## src/rtl/cdb_arbiter_pkg.sv

```systemverilog
// Shared constants and helpers for the CDB arbiter and its round-robin picker.
package cdb_arbiter_pkg;

  localparam int unsigned ROB_IDX_LN = 5;
  localparam int unsigned WORD_LN    = 32;

  // Requester slot assignment on the shared CDB.
  typedef enum logic [2:0] {
    CDB_REQ_ALU = 3'd0,
    CDB_REQ_LD  = 3'd1
  } cdb_req_e;

  // Round-robin successor; wraps with an explicit compare so non power-of-two
  // requester counts rotate correctly.
  function automatic int unsigned rr_next(input int unsigned idx, input int unsigned n);
    return (idx == n - 1) ? 0 : idx + 1;
  endfunction

endpackage

```

## src/rtl/cdb_arbiter_if.sv

```systemverilog
// Requester / consumer bundle of the CDB arbiter.
interface cdb_arbiter_if
  import cdb_arbiter_pkg::*;
#(
  parameter int unsigned NUM_REQ = 2,
  parameter int unsigned ROB_BIT = ROB_IDX_LN,
  parameter int unsigned WORD_W  = WORD_LN
);
  logic                        rdy;
  logic                        rb_flush;
  logic [NUM_REQ-1:0]          req_valid;
  logic [NUM_REQ*ROB_BIT-1:0]  req_src;
  logic [NUM_REQ*WORD_W-1:0]   req_val;
  logic [NUM_REQ-1:0]          req_tk;
  logic [NUM_REQ-1:0]          req_ready;
  logic                        cdb_valid;
  logic [ROB_BIT-1:0]          cdb_src;
  logic [WORD_W-1:0]           cdb_val;
  logic                        cdb_tk;

  modport master (
    output rdy, rb_flush, req_valid, req_src, req_val, req_tk,
    input  req_ready, cdb_valid, cdb_src, cdb_val, cdb_tk
  );

  modport slave (
    input  rdy, rb_flush, req_valid, req_src, req_val, req_tk,
    output req_ready, cdb_valid, cdb_src, cdb_val, cdb_tk
  );
endinterface

```

## src/rtl/cdb_arbiter_rr_pick.sv

```systemverilog
// Combinational round-robin selector: first pending index at or after rr_ptr.
module rr_pick
  import cdb_arbiter_pkg::*;
#(
  parameter int unsigned N     = 2,
  parameter int unsigned PTR_W = 1
) (
  input  logic [N-1:0]     pend,
  input  logic [PTR_W-1:0] rr_ptr,
  output logic [N-1:0]     gnt,
  output logic [PTR_W-1:0] idx,
  output logic             vld
);

  // Scan N slots starting at rr_ptr, keep the first pending hit.
  always_comb begin
    logic [PTR_W-1:0] pos;
    gnt = '0;
    idx = '0;
    vld = 1'b0;
    pos = rr_ptr;
    for (int unsigned k = 0; k < N; k++) begin
      if (!vld && pend[pos]) begin
        vld      = 1'b1;
        gnt[pos] = 1'b1;
        idx      = pos;
      end
      pos = PTR_W'(rr_next(32'(pos), N));
    end
  end

endmodule

```

## src/rtl/cdb_arbiter.sv

```systemverilog
// Round-robin arbiter sharing the registered CDB broadcast among result units.
module cdb_arbiter
  import cdb_arbiter_pkg::*;
#(
  parameter int unsigned NUM_REQ = 2,
  parameter int unsigned ROB_BIT = ROB_IDX_LN,
  parameter int unsigned WORD_W  = WORD_LN
) (
  input  logic          clk,
  input  logic          rst,
  cdb_arbiter_if.slave  bus
);

  localparam int unsigned PTR_W = $clog2(NUM_REQ);

  logic [NUM_REQ-1:0] pend_q, pend_d;
  logic [ROB_BIT-1:0] hsrc_q [NUM_REQ];
  logic [ROB_BIT-1:0] hsrc_d [NUM_REQ];
  logic [WORD_W-1:0]  hval_q [NUM_REQ];
  logic [WORD_W-1:0]  hval_d [NUM_REQ];
  logic [NUM_REQ-1:0] htk_q, htk_d;
  logic [PTR_W-1:0]   rr_ptr_q, rr_ptr_d;
  logic               cdb_valid_q, cdb_valid_d;
  logic [ROB_BIT-1:0] cdb_src_q, cdb_src_d;
  logic [WORD_W-1:0]  cdb_val_q, cdb_val_d;
  logic               cdb_tk_q, cdb_tk_d;

  logic [NUM_REQ-1:0] pick_gnt, gnt, ready, accept;
  logic [PTR_W-1:0]   pick_idx;
  logic               pick_vld, gnt_vld, gnt_en;

  rr_pick #(
    .N     (NUM_REQ),
    .PTR_W (PTR_W)
  ) u_rr_pick (
    .pend   (pend_q),
    .rr_ptr (rr_ptr_q),
    .gnt    (pick_gnt),
    .idx    (pick_idx),
    .vld    (pick_vld)
  );

  // Grant and hand-over readiness; a granted slot may refill in the same cycle.
  always_comb begin
    gnt_en  = bus.rdy && !bus.rb_flush && !rst;
    gnt     = pick_gnt & {NUM_REQ{gnt_en}};
    gnt_vld = pick_vld && gnt_en;
    ready   = '0;
    for (int unsigned i = 0; i < NUM_REQ; i++) begin
      ready[i] = gnt_en && (!pend_q[i] || gnt[i]);
    end
    accept = bus.req_valid & ready;
  end

  // Next state: flush outranks stall; otherwise broadcast winner and load accepts.
  always_comb begin
    pend_d      = pend_q;
    htk_d       = htk_q;
    rr_ptr_d    = rr_ptr_q;
    cdb_valid_d = cdb_valid_q;
    cdb_src_d   = cdb_src_q;
    cdb_val_d   = cdb_val_q;
    cdb_tk_d    = cdb_tk_q;
    for (int unsigned i = 0; i < NUM_REQ; i++) begin
      hsrc_d[i] = hsrc_q[i];
      hval_d[i] = hval_q[i];
    end

    if (bus.rb_flush) begin
      pend_d      = '0;
      cdb_valid_d = 1'b0;
      rr_ptr_d    = '0;
    end else if (bus.rdy) begin
      cdb_valid_d = gnt_vld;
      if (gnt_vld) begin
        cdb_src_d = hsrc_q[pick_idx];
        cdb_val_d = hval_q[pick_idx];
        cdb_tk_d  = htk_q[pick_idx];
        rr_ptr_d  = PTR_W'(rr_next(32'(pick_idx), NUM_REQ));
      end
      for (int unsigned i = 0; i < NUM_REQ; i++) begin
        if (gnt[i]) begin
          pend_d[i] = 1'b0;
        end
        if (accept[i]) begin
          pend_d[i] = 1'b1;
          hsrc_d[i] = bus.req_src[i*ROB_BIT +: ROB_BIT];
          hval_d[i] = bus.req_val[i*WORD_W +: WORD_W];
          htk_d[i]  = bus.req_tk[i];
        end
      end
    end
  end

  // State registers with asynchronous reset.
  always_ff @(posedge clk or posedge rst) begin
    if (rst) begin
      pend_q      <= '0;
      htk_q       <= '0;
      rr_ptr_q    <= '0;
      cdb_valid_q <= 1'b0;
      cdb_src_q   <= '0;
      cdb_val_q   <= '0;
      cdb_tk_q    <= 1'b0;
      for (int unsigned i = 0; i < NUM_REQ; i++) begin
        hsrc_q[i] <= '0;
        hval_q[i] <= '0;
      end
    end else begin
      pend_q      <= pend_d;
      htk_q       <= htk_d;
      rr_ptr_q    <= rr_ptr_d;
      cdb_valid_q <= cdb_valid_d;
      cdb_src_q   <= cdb_src_d;
      cdb_val_q   <= cdb_val_d;
      cdb_tk_q    <= cdb_tk_d;
      for (int unsigned i = 0; i < NUM_REQ; i++) begin
        hsrc_q[i] <= hsrc_d[i];
        hval_q[i] <= hval_d[i];
      end
    end
  end

  assign bus.req_ready = ready;
  assign bus.cdb_valid = cdb_valid_q;
  assign bus.cdb_src   = cdb_src_q;
  assign bus.cdb_val   = cdb_val_q;
  assign bus.cdb_tk    = cdb_tk_q;

endmodule

```

## src/flat_wrapper.sv

```systemverilog
// flat-port wrapper written by rule: the top's interface ports become plain ports
module cdb_arbiter_flat import cdb_arbiter_pkg::*;
#(
  parameter int unsigned NUM_REQ = 2,
  parameter int unsigned ROB_BIT = ROB_IDX_LN,
  parameter int unsigned WORD_W  = WORD_LN
)
  (clk, rst, bus_rdy, bus_rb_flush, bus_req_valid, bus_req_src, bus_req_val, bus_req_tk, bus_req_ready, bus_cdb_valid, bus_cdb_src, bus_cdb_val, bus_cdb_tk);
  cdb_arbiter_if #(.NUM_REQ(NUM_REQ), .ROB_BIT(ROB_BIT), .WORD_W(WORD_W)) bus_i ();
  input  logic clk;
  input  logic rst;
  input wire logic [$bits(bus_i.rdy)-1:0] bus_rdy;
  input wire logic [$bits(bus_i.rb_flush)-1:0] bus_rb_flush;
  input wire logic [$bits(bus_i.req_valid)-1:0] bus_req_valid;
  input wire logic [$bits(bus_i.req_src)-1:0] bus_req_src;
  input wire logic [$bits(bus_i.req_val)-1:0] bus_req_val;
  input wire logic [$bits(bus_i.req_tk)-1:0] bus_req_tk;
  output wire logic [$bits(bus_i.req_ready)-1:0] bus_req_ready;
  output wire logic [$bits(bus_i.cdb_valid)-1:0] bus_cdb_valid;
  output wire logic [$bits(bus_i.cdb_src)-1:0] bus_cdb_src;
  output wire logic [$bits(bus_i.cdb_val)-1:0] bus_cdb_val;
  output wire logic [$bits(bus_i.cdb_tk)-1:0] bus_cdb_tk;
  assign bus_i.rdy = bus_rdy;
  assign bus_i.rb_flush = bus_rb_flush;
  assign bus_i.req_valid = bus_req_valid;
  assign bus_i.req_src = bus_req_src;
  assign bus_i.req_val = bus_req_val;
  assign bus_i.req_tk = bus_req_tk;
  assign bus_req_ready = bus_i.req_ready;
  assign bus_cdb_valid = bus_i.cdb_valid;
  assign bus_cdb_src = bus_i.cdb_src;
  assign bus_cdb_val = bus_i.cdb_val;
  assign bus_cdb_tk = bus_i.cdb_tk;
  cdb_arbiter #(.NUM_REQ(NUM_REQ), .ROB_BIT(ROB_BIT), .WORD_W(WORD_W)) u_core (.clk(clk), .rst(rst), .bus(bus_i));
endmodule
```

## config.mk

```make
export PLATFORM = sky130hd
export DESIGN_NAME = cdb_arbiter_flat
export DESIGN_NICKNAME = d
export VERILOG_FILES = /design/src/rtl/cdb_arbiter_pkg.sv /design/src/rtl/cdb_arbiter_if.sv /design/src/rtl/cdb_arbiter_rr_pick.sv /design/src/rtl/cdb_arbiter.sv /design/src/flat_wrapper.sv
export SDC_FILE = /design/constraint.sdc
export NUM_CORES = 1
export LEC_CHECK = 0
export ABC_AREA = 1
export BUFFER_PORTS_ARGS = -buffer_cell sky130_fd_sc_hd__buf_2
export CORE_MARGIN = 1.5
export CORE_UTILIZATION = 54
export DETAILED_ROUTE_END_ITERATION = 8
export GPL_ROUTABILITY_DRIVEN = 0
export PLACE_DENSITY_LB_ADDON = 0.3
export SETUP_SLACK_MARGIN = 0.4
export SYNTH_ARGS = -nofsm -noshare
export SYNTH_HDL_FRONTEND = slang
export SYNTH_SLANG_ARGS = --single-unit
```

## constraint.sdc

```tcl
create_clock -name clk -period 2.4 [get_ports clk]
set_input_delay 0.12 -clock clk [delete_from_list [all_inputs] [get_ports clk]]
set_output_delay 0.12 -clock clk [all_outputs]
set_load 0.02 [all_outputs]
```

Word level (Yosys, flattened, before mapping)
Index checks and enable logic that the tools add are counted.
{ "word_totals": {"regBits": 118, "latch_bits": 0, "ramBits": 0, "romBits": 0, "in_bits": 82, "output_inout_bits": 41, "elab_cells": 86, "mem_count": 0} }
{ "op_classes": {"add_sub_neg": 2, "mul": 0, "n_div": 0, "order_cmp": 6, "eq_ne": 0, "shifts": 0, "muxes": 35, "n_bitwise": 5, "n_reduce_logical": 25} }
{ "op_table": {"columns": ["operator", "count"], "rows": [
  ["32-bit 2-to-1 mux", 3],
  ["1-bit 2-to-1 mux", 23],
  ["5-bit 2-to-1 mux", 3],
  ["3-bit AND reduction", 3],
  ["1-bit logical AND", 8],
  ["2-bit 2-to-1 mux", 4],
  ["1-bit by 2-bit < comparator with 1-bit output (second input constant)", 3],
  ["2-bit AND reduction", 3],
  ["3-bit nonzero test", 2],
  ["1-bit zero test", 5],
  ["2-bit bitwise AND", 2],
  ["2-bit nonzero test", 2],
  ["1-bit adder (second input constant)", 2],
  ["1-bit demux with 1-bit select", 2],
  ["1-bit greater-or-equal comparator (second input constant)", 2],
  ["2-bit greater-or-equal comparator (second input constant)", 1],
  ["1-bit logical OR", 2],
  ["1-bit NOT with 2-bit output", 1],
  ["2-bit OR", 1],
  ["1-bit NOT", 1]
]} }

Logic depth before layout (Yosys ltp)
{ "depth": {"depth_word": 15, "depth_mapped": 8, "depth_no_buf": 6} }

Cells and area by module
A second synthesis with hierarchy kept.
{ "hier_totals": {"hier_cells": 657, "hier_area_um2": 5326.4} }
{ "modules_own_cells": {"columns": ["mod", "instances", "cells_per_inst", "area_per_inst_um2", "seq_area_each_um2"], "rows": [
  ["cdb_arbiter", 1, 650, 5296.3, 2952.8],
  ["rr_pick", 1, 7, 30.0, 0.0]
]} }

Worst setup path after synthesis
No wires, ideal clock.
{ "synth_path": {"path_kind": "input to register", "start": "input rst", "end": "register u_core.hsrc_q[4] (netlist bit)", "setup_time_ps": 117, "arrival_ps": 2513, "required_ps": 2283, "path_slack_ps": -230, "cell_stages": 8, "n_path_buf": 2, "cell_sequence": "inv_2 nand2_1 nor2_4 nand3_1 buf_2 buf_6 nand2_1 nand2_1"} }
{ "synth_via": {"elab_chain_len": 7} }
{ "synth_rtl": {"columns": ["element", "line_no", "text"], "rows": [
  ["from (decl)", "flat_wrapper.sv:11", "input logic rst;"],
  ["1-bit zero test (*)", "cdb_arbiter.sv:45", "gnt_en = bus.rdy && !bus.rb_flush && !rst;"],
  ["1-bit logical AND (*)", "cdb_arbiter.sv:45", null],
  ["2-bit bitwise AND", "cdb_arbiter.sv:46", "gnt = pick_gnt & {NUM_REQ{gnt_en}};"],
  ["1-bit logical OR", "cdb_arbiter.sv:50", "ready[i] = gnt_en && (!pend_q[i] || gnt[i]);"],
  ["1-bit logical AND (*)", "cdb_arbiter.sv:50", null],
  ["2-bit bitwise AND (*)", "cdb_arbiter.sv:52", "accept = bus.req_valid & ready;"],
  ["3-bit AND reduction (no line) (*)", null, null],
  ["to (signal, indexed assignment)", "cdb_arbiter.sv:118", "hsrc_q[i] <= hsrc_d[i];"],
  ["to (decl)", "cdb_arbiter.sv:17", "logic [ROB_BIT-1:0] hsrc_q [NUM_REQ];"]
]} }
Every way passes the cells marked *; elsewhere a longest branch is shown, timed or not.
A chain may end at the register's enable or synchronous reset.

Final worst setup path
{ "layout_path": {"start": "register u_core.pend_q[1]", "end": "register u_core.cdb_src_q[3] (netlist: u_core.bus.cdb_src[3])"} }
{ "layout_via": {"elab_chain_len": 10, "word_cells_on_any_way": 16, "cone_classes": "11 x mux; 1 x bitwise; 4 x reduce/logical"} }
{ "layout_rtl": {"columns": ["element", "line_no", "text"], "rows": [
  ["from (decl)", "cdb_arbiter.sv:16", "logic [NUM_REQ-1:0] pend_q, pend_d;"],
  ["from (signal assigned)", "cdb_arbiter.sv:110", "pend_q <= pend_d;"],
  ["1-bit 2-to-1 mux (not written as such) (2 in series)", "cdb_arbiter_rr_pick.sv:23", "if (!vld && pend[pos]) begin"],
  ["1-bit 2-to-1 mux", "cdb_arbiter_rr_pick.sv:23", null],
  ["1-bit zero test", "cdb_arbiter_rr_pick.sv:23", null],
  ["1-bit logical AND", "cdb_arbiter_rr_pick.sv:23", null],
  ["1-bit 2-to-1 mux", "cdb_arbiter_rr_pick.sv:23", null],
  ["1-bit NOT with 2-bit output (not written as such)", "cdb_arbiter.sv:76", "cdb_src_d = hsrc_q[pick_idx];"],
  ["5-bit 2-to-1 mux (not written as such) (3 in series)", "cdb_arbiter.sv:76", null],
  ["to (signal assigned)", "cdb_arbiter.sv:114", "cdb_src_q <= cdb_src_d;"],
  ["to (decl)", "cdb_arbiter.sv:24", "logic [ROB_BIT-1:0] cdb_src_q, cdb_src_d;"]
]} }
Several ways; a longest one is shown, not always the timed one. The select of a mux whose other input is x is not followed.

==> summary by stage <==
Global route
The initial antenna violation count is 0. The first global-routing pass estimated 27200 um of wire. Entering global routing, the biggest net connects 75 pins. The global-route usage over all layers is ~34%. After global routing the overflow that remains totals 0. The via count of the first global-routing pass is 5760.

Synthesis
Of all flip-flops after synthesis, the portion carrying an async set or reset was 100%. In this run, distinct cell masters in the synthesized netlist total 18. For this run, the number of Yosys warnings is 0. The commonest cells after synthesis are sky130_fd_sc_hd__nand2_1, sky130_fd_sc_hd__dfrtp_1, sky130_fd_sc_hd__nand4_1. The mean instance size in the synthesized netlist is ~8.3 um^2. The number of flops mapped to enable cells by yosys is 0. The leading area contributor after synthesis is sky130_fd_sc_hd__dfrtp_1. The sequential share of the synthesized area is between 50% and 60%. The share of Yosys cell area claimed by the top area cell type is between 50% and 60%. The cell area after synthesis is 5450 um^2. Synthesis produced a netlist with a net count of 740. In the synthesized netlist the dominant register cell turns out to be sky130_fd_sc_hd__dfrtp_1. By area the synthesized netlist is led by sky130_fd_sc_hd__dfrtp_1, sky130_fd_sc_hd__nand2_1, sky130_fd_sc_hd__nand4_1.

Synthesis produced 658 cells. The most used standard cell by instance count after synthesis is sky130_fd_sc_hd__nand2_1. In this run, synthesis produced a sequential element count of 118.

Cells and area
Relative to the synthesized area, the layout overhead comes to 38.6%. The fill cell instance count of the final layout is approximately 650. The area occupied by registers is roughly 3000 um^2. The number of antenna diodes in the final layout is 0. The total area of multi-input combinational cells is 2140 um^2.

The proportion of layout cells with a drive suffix above 1 is 21.4%. The final-stage net count is 925.

Floorplanning
In this run the vertical extent of the chip is 103 um. The area enclosed by the die boundary is between 10000 and 15000 um^2. The number of ports placed on the die boundary is 123. The die is 103 um wide.

The floorplan row count is 36. The initial core utilization is 55.8%. The floorplan step defined a core boundary enclosing 9770 um^2.

Setup path
STA classifies the critical path startpoint as a flip-flop. The register-to-register setup slack is approximately 0.43 ns. The required time at the endpoint of the critical path is 2.87 ns. The critical path endpoint category is a flip-flop. Data on the critical path arrives at its endpoint at 2.43 ns. The largest fanout on the critical path is 39. The worst setup path is of the flip-flop to flip-flop kind.

Pwr
Of the total power, the share spent switching nets is 29.7%. In this run the power density over the cells is 870 nW/um^2. The maximum resistive drop on vdd is ~600 uV. The internal power is between 0.004 and 0.005 W. The switching power is between 0.0015 and 0.002 W. The leakage component of the power is 4.12 nW. Combinational logic is responsible for 20.2% of the overall power. The register share of total power is 40.7%.

The power share of the clock group is 39.2%.

Placement
The number of buffers inserted by port buffering is 122. The placed wire-length estimate after detailed placement is 8910 um.

Run status
The run finished with clean final reports.

Timing
The worst path uses 81.9% of the clock period. Derived from the worst setup path, the maximum achievable clock frequency is 508 MHz. Setup repair after global routing could not meet its margin everywhere.

The final hold slack is around 0.056 ns. The routed design could run at a clock period as short as a little under 2 ns. For the pin with the worst max-slew slack, the measured transition is 0.665 ns. The hold violation count in the final report is 0. The final-report max-slew violation count is 0. For the final database, setup skew stands at 0.00920 ns. Setup violations remaining at the end of the flow were counted as 0.

The max-slew headroom at the worst pin is a little under three fifths. In the final timing run, aggregate negative setup slack is 0 ns.

CTS
The tree is rooted in a sky130_fd_sc_hd__clkbuf_8. TritonCTS built the clock tree. The H-tree was split into 4 levels. The clock latency on the worst-skew pair is 0.54 ns.

The clock drives 118 sinks. The clock slew at the register clock pins of the worst setup and hold paths is 0.06 ns. The number of setup buffers added after CTS is 0.

The total clock buffers created by CTS is 17. The maximum clock path buffer count is 2.

Drt
The number of design rule violations left after detail routing is 0. The pre-antenna-repair detailed-routing pass consisted of 5 iterations. The total detailed-routing wirelength is 17800 um. The detailed router placed 5757 vias in this run.

The routed via count divided by cell count is 5.82. The number of nets with antenna violations after detailed routing is 0. The mean routed wirelength per cell is 18.0 um. The first-iteration detailed-routing DRC count is 596.

Flow run
Max-cap violations in this run came to 0.

Worst hold path
The path class of the tightest hold or removal check is input port to async pin.
[registers in the layout (all words and copies together), names as in the netlist]
name                  cells
u_core.bus.cdb_src        5
u_core.bus.cdb_tk         1
u_core.bus.cdb_val       32
u_core.bus.cdb_valid      1
u_core.hsrc_q            10
u_core.htk_q              2
u_core.hval_q            64
u_core.pend_q             2
u_core.rr_ptr_q           1
[timing repair]
item                                    CTS  global route
hold buffers                             80             0
gates resized for setup                   1             6
endpoints found under the hold margin   124             0
gates cloned                              1             1
endpoints found under the setup margin   40            42
pin swaps                                 1             1
[worst max-delay path, cell delays in order (launching register included)]
cell and delay [ns]:
sky130_fd_sc_hd__dfrtp_2 0.53, sky130_fd_sc_hd__nor2_1 0.49, sky130_fd_sc_hd__nor2_4 0.21, sky130_fd_sc_hd__inv_4 0.40
sky130_fd_sc_hd__nand2_1 0.15, sky130_fd_sc_hd__nand2_1 0.11
[cells in the final DEF, fill, tap and decap left out, types with 2 or more instances in the layout]
master                          count
sky130_fd_sc_hd__buf_2            122
sky130_fd_sc_hd__buf_4             14
sky130_fd_sc_hd__bufinv_16          3
sky130_fd_sc_hd__clkbuf_1           2
sky130_fd_sc_hd__clkbuf_16         16
sky130_fd_sc_hd__clkbuf_8           5
sky130_fd_sc_hd__clkinv_2           5
sky130_fd_sc_hd__dfrtp_1          117
sky130_fd_sc_hd__dlygate4sd3_1     80
sky130_fd_sc_hd__inv_1             40
sky130_fd_sc_hd__nand2_1          274
sky130_fd_sc_hd__nand3_1           40
sky130_fd_sc_hd__nand3_2            4
sky130_fd_sc_hd__nand3b_1          38
sky130_fd_sc_hd__nand4_1           76
sky130_fd_sc_hd__nor2_1             3
sky130_fd_sc_hd__nor2_4             3
sky130_fd_sc_hd__o21ai_0            2
[through the flow]
stage / worst slack (ns) / instances / instance area, um^2 / power (W) / util (%)
after floorplan: 0.665 / 658 / 5460 / 0.00341 / -
after global placement: 0.122 / 875 / 6120 / 0.00380 / 62.6
after detailed placement: 0.0143 / 875 / 6120 / 0.00385 / 62.6
after CTS: 0.384 / 988 / 7530 / 0.00652 / 77.0
after global routing: 0.369 / 989 / 7560 / 0.00687 / 77.3
final: 0.433 / 989 / 7560 / 0.00657 / 77.3
[routing by layer]
layer  wire, um  part of all wire [%]  track usage [%]  up-vias
li1           -                     -                -     2519
met1       6380                    36             40.0     2739
met2       8750                    49             56.5      400
met3       1790                    10             10.5       99
met4        838                   4.7             19.0        0
met5          0                     0                0        -
[final cells by class]
class / instances / area share [%]
Clock buffer: 23 / 6.31
Inverter: 43 / 2.24
Multi-Input combinational cell: 446 / 28.3
Timing Repair Buffer: 217 / 20.2
Tap cell: 133 / 2.20
Clock inverter: 9 / 1.62
Sequential cell: 118 / 39.1
[power by group through the flow]
stage	Clock (W)	Sequential, W	Combinational, W
2_1_floorplan	0	0.00283	0.000574
3_3_place_gp	0	0.00266	0.00113
3_5_place_dp	0	0.00267	0.00118
4_1_cts	0.00258	0.00265	0.00129
5_1_grt	0.00269	0.00271	0.00147
6_report	0.00257	0.00267	0.00133
[kinds of logic after synthesis]
kind of cell / synth area share [%]
AOI/OAI and AO/OA: 0.367
buffers and inverters: 7.76
DFF: 54.2
and+or+nand+nor: 37.7
[path summary, 6_finish.rpt]
kind                                  startpoint                    end  cells past startpoint
worst max-delay path            u_core.pend_q[1]  u_core.bus.cdb_src[3]                      5
worst min-delay path                         rst      u_core.hval_q[20]                      3
worst max register to register  u_core.pend_q[1]  u_core.bus.cdb_src[3]                      5
worst min register to register  u_core.hsrc_q[4]       u_core.hsrc_q[4]                      2
max in group asynchronous                    rst       u_core.pend_q[1]                      5
min in group clk                bus_req_valid[0]      u_core.hval_q[43]                      4
Power figures use the tool's default switching activity.
